$ cat src/rtl/bus_arbiter_if.sv
// Request/grant bundle between the four bus masters and the round-robin arbiter.
// The slave modport is the arbiter's view; the master modport is the requesters' view.
interface bus_arbiter_if;
    logic       m0_req_;
    logic       m1_req_;
    logic       m2_req_;
    logic       m3_req_;
    logic       s_as_;
    logic       m0_grnt_;
    logic       m1_grnt_;
    logic       m2_grnt_;
    logic       m3_grnt_;
    logic [1:0] owner;
    logic       preempt;

    modport slave (
        input  m0_req_, m1_req_, m2_req_, m3_req_, s_as_,
        output m0_grnt_, m1_grnt_, m2_grnt_, m3_grnt_, owner, preempt
    );

    modport master (
        output m0_req_, m1_req_, m2_req_, m3_req_, s_as_,
        input  m0_grnt_, m1_grnt_, m2_grnt_, m3_grnt_, owner, preempt
    );
endinterface

$ cat src/rtl/bus_arbiter.sv
// Round-robin arbiter for the shared 4-master bus: active-low requests in, one-hot-low
// registered grants out, parking on the last owner and optional idle-cycle pre-emption.
module bus_arbiter #(
    parameter int MAX_HOLD = 16,
    parameter int HOLD_W   = 5
) (
    input  logic          clk,
    input  logic          reset_,
    bus_arbiter_if.slave  bus
);

    localparam logic ENABLE_  = 1'b0;
    localparam logic DISABLE_ = 1'b1;

    logic [3:0]        reqVec;
    logic [1:0]        owner_q,   owner_d;
    logic [HOLD_W-1:0] holdCnt_q, holdCnt_d;
    logic              preempt_q, preempt_d;
    logic [3:0]        grnt_q,    grnt_d;

    logic              ownerReq;
    logic              othersReq;
    logic              holdFull;
    logic              busIdle;
    logic [1:0]        candidate;
    logic              candFound;
    logic [1:0]        scanIdx;

    assign reqVec = {bus.m3_req_ == ENABLE_, bus.m2_req_ == ENABLE_,
                     bus.m1_req_ == ENABLE_, bus.m0_req_ == ENABLE_};

    always_comb begin
        ownerReq  = reqVec[owner_q];
        othersReq = |(reqVec & ~(4'b0001 << owner_q));
        holdFull  = (MAX_HOLD != 0) && (holdCnt_q == HOLD_W'(MAX_HOLD));
        busIdle   = (bus.s_as_ == DISABLE_);
    end

    // Scan owner+1..owner+3 with 2-bit wrap; the owner itself is the fallback.
    always_comb begin
        candidate = owner_q;
        candFound = 1'b0;
        scanIdx   = owner_q;
        for (int k = 1; k < 4; k++) begin
            scanIdx = owner_q + 2'(k);
            if (!candFound && reqVec[scanIdx]) begin
                candidate = scanIdx;
                candFound = 1'b1;
            end
        end
    end

    always_comb begin
        owner_d   = owner_q;
        holdCnt_d = holdCnt_q;
        preempt_d = 1'b0;

        if (!ownerReq) begin
            holdCnt_d = '0;
            if (othersReq) begin
                owner_d = candidate;
            end
        end else if (othersReq) begin
            if (holdFull && busIdle) begin
                owner_d   = candidate;
                holdCnt_d = '0;
                preempt_d = 1'b1;
            end else if (holdCnt_q != HOLD_W'(MAX_HOLD)) begin
                holdCnt_d = holdCnt_q + HOLD_W'(1);
            end
        end else begin
            holdCnt_d = '0;
        end

        grnt_d = ~(4'b0001 << owner_d);
    end

    always_ff @(posedge clk or negedge reset_) begin
        if (!reset_) begin
            owner_q   <= 2'd0;
            holdCnt_q <= '0;
            preempt_q <= 1'b0;
            grnt_q    <= 4'b1110;
        end else begin
            owner_q   <= owner_d;
            holdCnt_q <= holdCnt_d;
            preempt_q <= preempt_d;
            grnt_q    <= grnt_d;
        end
    end

    assign bus.m0_grnt_ = grnt_q[0];
    assign bus.m1_grnt_ = grnt_q[1];
    assign bus.m2_grnt_ = grnt_q[2];
    assign bus.m3_grnt_ = grnt_q[3];
    assign bus.owner    = owner_q;
    assign bus.preempt  = preempt_q;

endmodule

$ cat src/flat_wrapper.sv
// flat-port wrapper written by rule: the top's interface ports become plain ports
module bus_arbiter_flat 
#(
    parameter int MAX_HOLD = 16,
    parameter int HOLD_W   = 5
)
  (clk, reset_, bus_m0_req_, bus_m1_req_, bus_m2_req_, bus_m3_req_, bus_s_as_, bus_m0_grnt_, bus_m1_grnt_, bus_m2_grnt_, bus_m3_grnt_, bus_owner, bus_preempt);
  bus_arbiter_if bus_i ();
  input  logic clk;
  input  logic reset_;
  input wire logic [$bits(bus_i.m0_req_)-1:0] bus_m0_req_;
  input wire logic [$bits(bus_i.m1_req_)-1:0] bus_m1_req_;
  input wire logic [$bits(bus_i.m2_req_)-1:0] bus_m2_req_;
  input wire logic [$bits(bus_i.m3_req_)-1:0] bus_m3_req_;
  input wire logic [$bits(bus_i.s_as_)-1:0] bus_s_as_;
  output wire logic [$bits(bus_i.m0_grnt_)-1:0] bus_m0_grnt_;
  output wire logic [$bits(bus_i.m1_grnt_)-1:0] bus_m1_grnt_;
  output wire logic [$bits(bus_i.m2_grnt_)-1:0] bus_m2_grnt_;
  output wire logic [$bits(bus_i.m3_grnt_)-1:0] bus_m3_grnt_;
  output wire logic [$bits(bus_i.owner)-1:0] bus_owner;
  output wire logic [$bits(bus_i.preempt)-1:0] bus_preempt;
  assign bus_i.m0_req_ = bus_m0_req_;
  assign bus_i.m1_req_ = bus_m1_req_;
  assign bus_i.m2_req_ = bus_m2_req_;
  assign bus_i.m3_req_ = bus_m3_req_;
  assign bus_i.s_as_ = bus_s_as_;
  assign bus_m0_grnt_ = bus_i.m0_grnt_;
  assign bus_m1_grnt_ = bus_i.m1_grnt_;
  assign bus_m2_grnt_ = bus_i.m2_grnt_;
  assign bus_m3_grnt_ = bus_i.m3_grnt_;
  assign bus_owner = bus_i.owner;
  assign bus_preempt = bus_i.preempt;
  bus_arbiter #(.MAX_HOLD(MAX_HOLD), .HOLD_W(HOLD_W)) u_core (.clk(clk), .reset_(reset_), .bus(bus_i));
endmodule
$ cat config.mk
export PLATFORM = sky130hd
export DESIGN_NAME = bus_arbiter_flat
export DESIGN_NICKNAME = d
export VERILOG_FILES = /design/src/rtl/bus_arbiter_if.sv /design/src/rtl/bus_arbiter.sv /design/src/flat_wrapper.sv
export SDC_FILE = /design/constraint.sdc
export NUM_CORES = 1
export LEC_CHECK = 0
export BUFFER_PORTS_ARGS = -buffer_cell sky130_fd_sc_hd__buf_2
export CAP_MARGIN = 20
export CORE_ASPECT_RATIO = 1.1
export CORE_MARGIN = 2
export CORE_UTILIZATION = 54
export DETAILED_ROUTE_END_ITERATION = 8
export GPL_TIMING_DRIVEN = 0
export PLACE_DENSITY = 0.84
export SETUP_SLACK_MARGIN = 0.3
export SKIP_LAST_GASP = 1
export SYNTH_ARGS = -nofsm -noshare
export SYNTH_HDL_FRONTEND = slang
export SYNTH_SLANG_ARGS = --single-unit
export TNS_END_PERCENT = 20
$ cat constraint.sdc
create_clock -name clk -period 2.55 [get_ports clk]
set_input_delay 0 -clock clk [delete_from_list [all_inputs] [get_ports clk]]
set_output_delay 0 -clock clk [all_outputs]
set_load 0.005 [all_outputs]
==> results of run 1 <==
layer usage:
layer / wire length (um) / track usage, %
met1: 693 / 20.38
met2: 883 / 34.77
met3: 52 / 2.353
met4: 36 / 5.625
met5: 0 / 0
final timing paths:
path                                                  from                              end  cells after the start
min in group asynchronous                           reset_  u_core.holdCnt_q[1]$_DFFE_PN0P_                      2
setup / recovery             u_core.bus.owner[0]$_DFF_PN0_       u_core.grnt_q[0]$_DFF_PN0_                      8
setup reg to reg             u_core.bus.owner[0]$_DFF_PN0_       u_core.grnt_q[0]$_DFF_PN0_                      8
hold / removal                                   bus_s_as_     u_core.bus.preempt$_DFF_PN0_                      3
max in group asynchronous                           reset_       u_core.grnt_q[3]$_DFF_PN1_                      2
hold reg to reg            u_core.holdCnt_q[2]$_DFFE_PN0P_  u_core.holdCnt_q[2]$_DFFE_PN0P_                      2
cells by family (layout without fill, tap and decap cells):
kind of cell	Yosys count	after routing	synth area share [%]
adders and majority gates	6	6	8.608
muxes	10	10	13.63
xor gates and xnor gates	2	2	2.009
AOI/OAI and AO/OA	19	19	18.22
DFF	12	12	34.86
and+or+nand+nor	26	26	15.21
buffers and inverters	12	29	7.460
power by group through the flow:
stage | Clock, mW | Combinational (mW) | Sequential, mW
6_report | 0.149 | 0.722 | 0.310
4_1_cts | 0.152 | 0.655 | 0.310
3_5_place_dp | 0 | 0.652 | 0.312
2_1_floorplan | 0 | 0.510 | 0.310
5_1_grt | 0.156 | 0.793 | 0.317
3_3_place_gp | 0 | 0.637 | 0.307
flip-flops by register name, summed over array words and instances, names as in the netlist:
name,flops
u_core.holdCnt_q,5
u_core.grnt_q,4
u_core.bus.owner,2
u_core.bus.preempt,1
synthesized netlist by cell type, types with 2 or more instances:
| master | count |
|---|---|
| sky130_fd_sc_hd__a211oi_1 | 2 |
| sky130_fd_sc_hd__xor2_1 | 2 |
| sky130_fd_sc_hd__nand2_1 | 4 |
| sky130_fd_sc_hd__nor3_1 | 3 |
| sky130_fd_sc_hd__inv_1 | 7 |
| sky130_fd_sc_hd__dfstp_2 | 3 |
| sky130_fd_sc_hd__buf_6 | 2 |
| sky130_fd_sc_hd__a21oi_1 | 5 |
| sky130_fd_sc_hd__o2bb2ai_1 | 2 |
| sky130_fd_sc_hd__nand3_1 | 2 |
| sky130_fd_sc_hd__ha_1 | 6 |
| sky130_fd_sc_hd__o21ai_0 | 2 |
| sky130_fd_sc_hd__nor2_1 | 9 |
| sky130_fd_sc_hd__mux2i_1 | 7 |
| sky130_fd_sc_hd__o22ai_1 | 2 |
| sky130_fd_sc_hd__dfrtp_1 | 9 |
repair_timing:
item | in CTS | in global routing
endpoints found under the hold margin | 12 | 0
hold buffers | 1 | 0
resized for setup | 0 | 2
setup endpoints to repair | 2 | 5
pin swaps | 1 | 0
final cells by class:
class	instances	area [um2]	area share, %
Buffer	5	38.79	3.794
Tap cell	17	21.27	2.081
Clock buffer	4	36.28	3.550
Timing Repair Buffer	13	70.07	6.854
Multi-Input combinational cell	63	525.5	51.41
Sequential cell	12	304.0	29.74
Inverter	7	26.28	2.570
critical path, delay by kind of cell, from the launching register on:
family,cells,cell delay [ns]
compound gates,2,0.34
fa+ha+maj,1,0.33
buf+inv,2,0.32
flops,1,0.44
mux,1,0.35
simple gates,2,0.26
stage by stage:
| stage | power (mW) | area, um2 | hold slack, ns | setup WS (ns) | utilization [%] |
|---|---|---|---|---|---|
| finish | 1.181 | 1022 | 0.007275 | 0.4395 | 66.42 |
| global route | 1.266 | 1022 | 0.01617 | 0.3444 | 66.42 |
| CTS | 1.117 | 999.7 | 0.002284 | 0.3166 | 64.96 |
| detailed placement | 0.9633 | 953.4 | -0.1165 | 0.3156 | 61.95 |
| global placement | 0.9435 | 953.4 | -0.1217 | 0.3323 | 61.95 |
| floorplan | 0.8193 | 872.1 | -0.2956 | 0.4915 | - |
==> results by stage, run 1 <==
Status:
- The run finished with clean final reports.

Floorplan:
- The die covers 1953 um2.
- The area inside the core boundary is 1539 um2.
- The x dimension of the die is 42.32 um.
- The number of rows in the core area is 15.
- The height of the chip is 46.15 um.
- The starting density of the core is 56.67%.
- 14 I/O pins were placed.

GRT:
- The first-pass GRT wire length is 2.691 mm.
- The number of antenna violations at the first check in global routing is 0.
- The number of global-route vias before repair is 664.
- The total track usage is 17.87%.
- The total congestion overflow is 0.
- The largest net degree at the start of global routing is 13.

Job:
- Across the run, the number of max-cap violations was 0.

CTS:
- The CTS root buffer is sky130_fd_sc_hd__clkbuf_4.
- The post-CTS repair timing setup buffer count is 0.
- The clock sink total is 12.
- The clock tree buffer depth is 2.
- In this run the number of H-tree levels came out at 1.
- The number of buffers created by CTS is 3.
- The insertion delay to the later sink of the worst-skew pair is 0.27 ns.
- The clock-pin slew of the registers on the worst-case setup and hold paths is 0.07 ns.
- The CTS tree is yes.

Pwr:
- Of the total power, the share spent switching nets is 41.58%.
- The fraction of power consumed by sequential logic is 26.2%.
- The internal power of the cells totals 0.6900 mW.
- In this run, the clock network consumes 12.6% of the power.
- The maximum vdd drop is 0.5919 mV.
- In this run the power spent charging and discharging nets is 0.4910 mW.
- The leakage power summed over all cells is 0.4625 nW.
- For this design the ratio of total power to cell area is 1155 nW/um2.
- The combinational group share of total power is 61.2%.

Logic synthesis:
- The synthesized instance count is 87.
- For this run, the number of Yosys warnings is 0.
- Sorting the synthesized cells by area gives the leading types as sky130_fd_sc_hd__dfrtp_1, sky130_fd_sc_hd__dfstp_2, sky130_fd_sc_hd__ha_1.
- The proportion of synthesized chip area in sequential cells is 34.86%.
- The distinct cell type count after synthesis is 36.
- Counting flops and latches in the post-synthesis netlist gives 12.
- Counting flops with an async set or reset pin after synthesis yields a share of 100.0%.
- Synthesis produced a netlist with a net count of 100.
- Among all flip-flop cells after synthesis, the most frequent one is sky130_fd_sc_hd__dfrtp_1.
- The mean area per synthesized cell is 10.02 um2.
- The leading area contributor after synthesis is sky130_fd_sc_hd__dfrtp_1.
- The mapped cell area is 872.1 um2.
- The count of flip-flops with a built-in enable after synthesis is 0.
- After synthesis, the largest area contributor takes up 25.82% of total cell area.

STA:
- The count of final hold-check violations came to 0.
- The final sum of negative setup slack is 0 ns.
- The number of pins exceeding their max-slew limit in the final report is 0.
- The transition at the pin with the smallest max-transition slack is 0.5461 ns.
- The maximum operating frequency is 0.4738 GHz.
- Setup repair after global routing left no endpoint under its margin.
- Between clock sinks in the finished design, the worst skew comes to 0.005005 ns.
- The time the worst path needs with I/O delays and setup is 2.110 ns.
- Dividing the final minimum period by the clock period gives 82.76%.
- The number of endpoints failing setup at the final stage is 0.
- The worst slew margin relative to its limit is 63.08%.

Critical path:
- The largest stage delay on the critical path is 0.44 ns.
- The slowest stage of the critical path belongs to the cell sky130_fd_sc_hd__dfrtp_1.
- STA classifies the critical path startpoint as a flip-flop.
- The highest net fanout along the worst path is 10.
- The required time at the endpoint of the critical path is 2.75 ns.
- Walking the worst path, the cells encountered are buf_6 > inv_1 > ha_4 > mux2_2 > nor2_1 > a221oi_2 > o311ai_4 > nand2b_1.
- STA classifies the critical path endpoint as a flip-flop.
- The startpoint-to-endpoint class of the critical path is flip-flop to flip-flop.
- For flop-to-flop paths, the worst setup slack is 0.44 ns.
- The arrival time of the worst setup path is 2.31 ns.

Detailed routing:
- In the final routed layout, each cell accounts on average for 13.77 um.
- The routed design has 1.666 mm of wire.
- For this run, the detailed router's first-pass iteration total came to 4.
- The first routing iteration left 7 violations.
- For this block, the via count after detailed routing is 702.
- For this run, design rule violations remaining after detail routing come to 0.
- After detailed routing, the number of vias per cell comes to 5.802.
- The number of antenna-violating nets in the routed design is 0.

Finish:
- The net count of the finished layout is 118.
- Of the cells placed in the final design, the portion with a size suffix greater than 1 is 31.73%.
- Counting the fill cells in the layout gives 125.
- Leaving out fill and tap cells, the most frequent cell in the layout is sky130_fd_sc_hd__buf_2.
- The final antenna diode count is 0.
- The area added between synthesis and finish is 17.22%.
- The post-layout instance count excluding filler cells is 121.
- The library cells used most frequently in the layout, excluding fill and tap cells, are sky130_fd_sc_hd__buf_2, sky130_fd_sc_hd__nor2_1, sky130_fd_sc_hd__dfrtp_1.

Place:
- The number of buffers inserted by port buffering is 12.
- The number of placed instances, taps included, is 116.
- The post-DP HPWL is 1.254 mm.
- At the end of routability-driven placement, the weighted congestion stood at 0.8396.

Min path:
- The worst min-delay path category is primary input to flip-flop.
Power figures use the tool's default switching activity.
==> inputs of run 2 (changes only) <==
Settings changed: CORE_UTILIZATION 54 to 49, PLACE_DENSITY 0.84 to 0.8.
Clock period 2.55 ns to 1.8 ns, I/O delays scaled along.
==> results by stage, run 2 (synthesis results as in run 1) <==
STA:
- The worst setup margin was -0.2486 ns (-0.6881 ns).
- Setup repair after global routing could not meet its margin everywhere.
- The count of final hold-check violations was 0 (unchanged).
- The transition at the pin with the smallest max-transition slack was 0.5158 ns (-0.03029 ns).
- The maximum clock skew at final layout was 0.002203 ns (-0.002802 ns).
- The number of pins exceeding their max-slew limit in the final report is 0 (unchanged).
- The number of endpoints failing setup at the final stage was 8 (+8).
- The worst slew margin relative to its limit was 65.13% (+2.0 points).
- The time the worst path needs with I/O delays and setup is 2.049 ns (-0.06186 ns).
- The maximum operating frequency is 0.4881 GHz (+3.0%).
- The final cycle utilization of the critical path is 113.8% (+31 points).

Critical path:
- The startpoint-to-endpoint class of the critical path is flip-flop to flip-flop.
- The critical path goes through buf_6 > buf_6 > mux2_4 > or2_1 > a221oi_2 > o311ai_2 > buf_4 > or2_1.
- Tracing the worst setup path back leads to its startpoint at u_core.bus.owner[0]$_DFF_PN0_.
- The critical path depth in cells is 8 (unchanged).
- The capture point of the worst path is u_core.grnt_q[2]$_DFF_PN1_.
- The worst setup path is captured at a flip-flop.
- The largest stage delay on the critical path was 0.40 ns (-0.04 ns).
- The setup slack of the worst register-to-register path was -0.25 ns (-0.69 ns).
- The required time at the endpoint of the critical path came to 2.00 ns (-0.75 ns).
- The length in cells of the worst reg-to-reg path is 8 (unchanged).
- The arrival time of the worst setup path is 2.25 ns (-0.06 ns).
- The worst path buffer plus inverter count is 3 (+1).
- The startpoint of the lowest-slack register-to-register path is u_core.bus.owner[0]$_DFF_PN0_.
- The highest net fanout along the worst path is 5 (-5).
- STA classifies the critical path startpoint as a flip-flop.
- The kind of cell adding the most delay to the critical path is buffers and inverters.
- The worst register-to-register path ends at u_core.grnt_q[2]$_DFF_PN1_.
- On the critical path, the stage with the largest delay is an instance of sky130_fd_sc_hd__dfrtp_1.

Floorplan:
- The height of the chip was 48.25 um (+4.5%).
- The number of rows in the core area came to 16 (+1).
- The area inside the core boundary is 1722 um2 (+12%).
- The I/O pin total is 14 (unchanged).
- The floorplan die area is 2134 um2 (+9.3%).
- The starting density of the core is 50.65% (-6.0 points).
- The x dimension of the die is 44.23 um (+4.5%).

Place:
- The routability congestion estimate was 0.8767 (+4.4%).
- The number of placed instances with taps included came to 117 (+0.86%).
- The post-DP HPWL is 1.248 mm (-0.49%).
- The number of buffers inserted by port buffering was 12 (unchanged).

CTS:
- The number of levels the H-tree was split into is 1 (unchanged).
- The clock tree buffer depth is 2 (unchanged).
- TritonCTS built the clock tree.
- The CTS root buffer is sky130_fd_sc_hd__clkbuf_4.
- The number of buffers created by CTS is 3 (unchanged).
- The insertion delay to the later sink of the worst-skew pair came to 0.27 ns (about the same).
- The clock-pin slew of the registers on the worst-case setup and hold paths came to 0.07 ns (about the same).
- The clock sink total is 12 (unchanged).

Detailed routing:
- The number of remaining DRC errors came to 0 (unchanged).
- The met1 wire length came to 765 um (+10%).
- The final routed wire length divided by cell count is 13.80 um (+0.25%).
- The via count normalized by instance count is 5.530 (-4.7%).
- The number of antenna-violating nets in the routed design is 0 (unchanged).
- The number of iterations in the first detailed-routing pass came to 4 (unchanged).
- The detailed-routed wire length on met3 is 41 um (-21%).
- The total number of vias was 730 (+4.0%).
- The count of routing violations after the opening detailed-route iteration is 12 (+5).
- The top routing layer in use is met4.
- The total wirelength of the detailed-routed design came to 1.822 mm (+9.4%).
- The length of routed met2 wiring came to 1.007 mm (+14%).

Finish:
- The final antenna diode count was 0 (unchanged).
- The top cell types in the final layout, fill and taps aside, are sky130_fd_sc_hd__buf_2, sky130_fd_sc_hd__buf_4, sky130_fd_sc_hd__dfrtp_1.
- The number of flip-flops under the largest register name is 5 (unchanged).
- The post-layout instance count excluding filler cells was 132 (+9.1%).
- The final net count was 128 (+8.5%).
- The number of fill cells is 145 (+16%).
- The most common cell after layout, fill and taps aside is sky130_fd_sc_hd__buf_2.
- The area added between synthesis and finish is 27.69%.
- The largest register by flop count is u_core.holdCnt_q.
- The fraction of layout cells with a size suffix above 1 was 40.35% (+8.6 points).
- The combined flip-flop and latch cell area is 304.0 um2 (unchanged).
- The area of the multi-input gates is 530.5 um2 (+0.95%).

GRT:
- The largest net degree at the start of global routing is 13 (unchanged).
- The total congestion overflow came to 0 (unchanged).
- The number of antenna violations at the first check in global routing came to 0 (unchanged).
- The number of global-route vias before repair is 688 (+3.6%).
- The first-pass GRT wire length is 2.925 mm (+8.7%).
- The total track usage came to 18.91% (+1.0 points).

Pwr:
- The leakage power summed over all cells is 0.5051 nW (+9.2%).
- The final total power came to 1.887 mW (+60%).
- The total power per unit cell area was 1695 nW/um2 (+47%).
- The maximum vdd drop is 0.9969 mV (+68%).

Job:
- The number of max-capacitance violations reported is 0 (unchanged).

Status:
- The final reports fail on setup timing.
- The run finished, with violations left.

Min path:
- The worst min-delay path category is primary input to async pin.
run 2: cell type report:
type | count | share of cell area [%]
inverters | 7 | 2.697
flip-flops and latches | 12 | 27.30
well taps | 18 | 2.022
clock buffers | 4 | 3.258
repair buffers | 23 | 13.60
plain buffers | 5 | 3.483
multi-input cells | 63 | 47.64
run 2: worst min path at each step:
stage	endpoint	start
after floorplan	u_core.bus.owner[0]$_DFF_PN0_	reset_
after global placement	u_core.holdCnt_q[3]$_DFFE_PN0P_	reset_
after detailed placement	u_core.holdCnt_q[3]$_DFFE_PN0P_	reset_
after CTS	u_core.holdCnt_q[3]$_DFFE_PN0P_	reset_
after global routing	u_core.holdCnt_q[3]$_DFFE_PN0P_	reset_
final	u_core.grnt_q[0]$_DFF_PN0_	reset_
run 2: per-layer routing:
layer	GRT usage, %	vias up
li1	-	363
met1	23.74	351
met2	33.24	14
met3	1.111	2
met4	10.30	0
met5	0	-
run 2: report_power, final:
part           internal [mW]  switching (mW)  total, mW  leakage (nW)
clock                  0.123          0.0875      0.210        0.0210
combinational          0.639           0.614       1.25         0.338
sequential             0.375          0.0493      0.424         0.146
run 2: what timing repair did:
action                                 CTS  global route
gates resized for setup                  5             3
endpoints found under the hold margin   13             0
hold buffers                             2             0
setup buffers                            9             0
pin swaps                                1             1
setup endpoints to repair               12            12
run 2: stage by stage:
| step | setup WS, ns | hold WS (ns) | cell area, um2 | setup TNS [ns] | utilization [%] |
|---|---|---|---|---|---|
| after floorplan | -0.1591 | -0.2956 | 884.6 | -0.6482 | - |
| after global placement | -0.3167 | -0.1212 | 967.2 | -2.155 | 56.18 |
| after detailed placement | -0.3887 | -0.1177 | 967.2 | -2.761 | 56.18 |
| after CTS | -0.1959 | 0.1324 | 1105 | -0.9096 | 64.17 |
| after global routing | -0.3033 | 0.1494 | 1114 | -2.389 | 64.68 |
| final | -0.2486 | 0.1217 | 1114 | -1.185 | 64.68 |
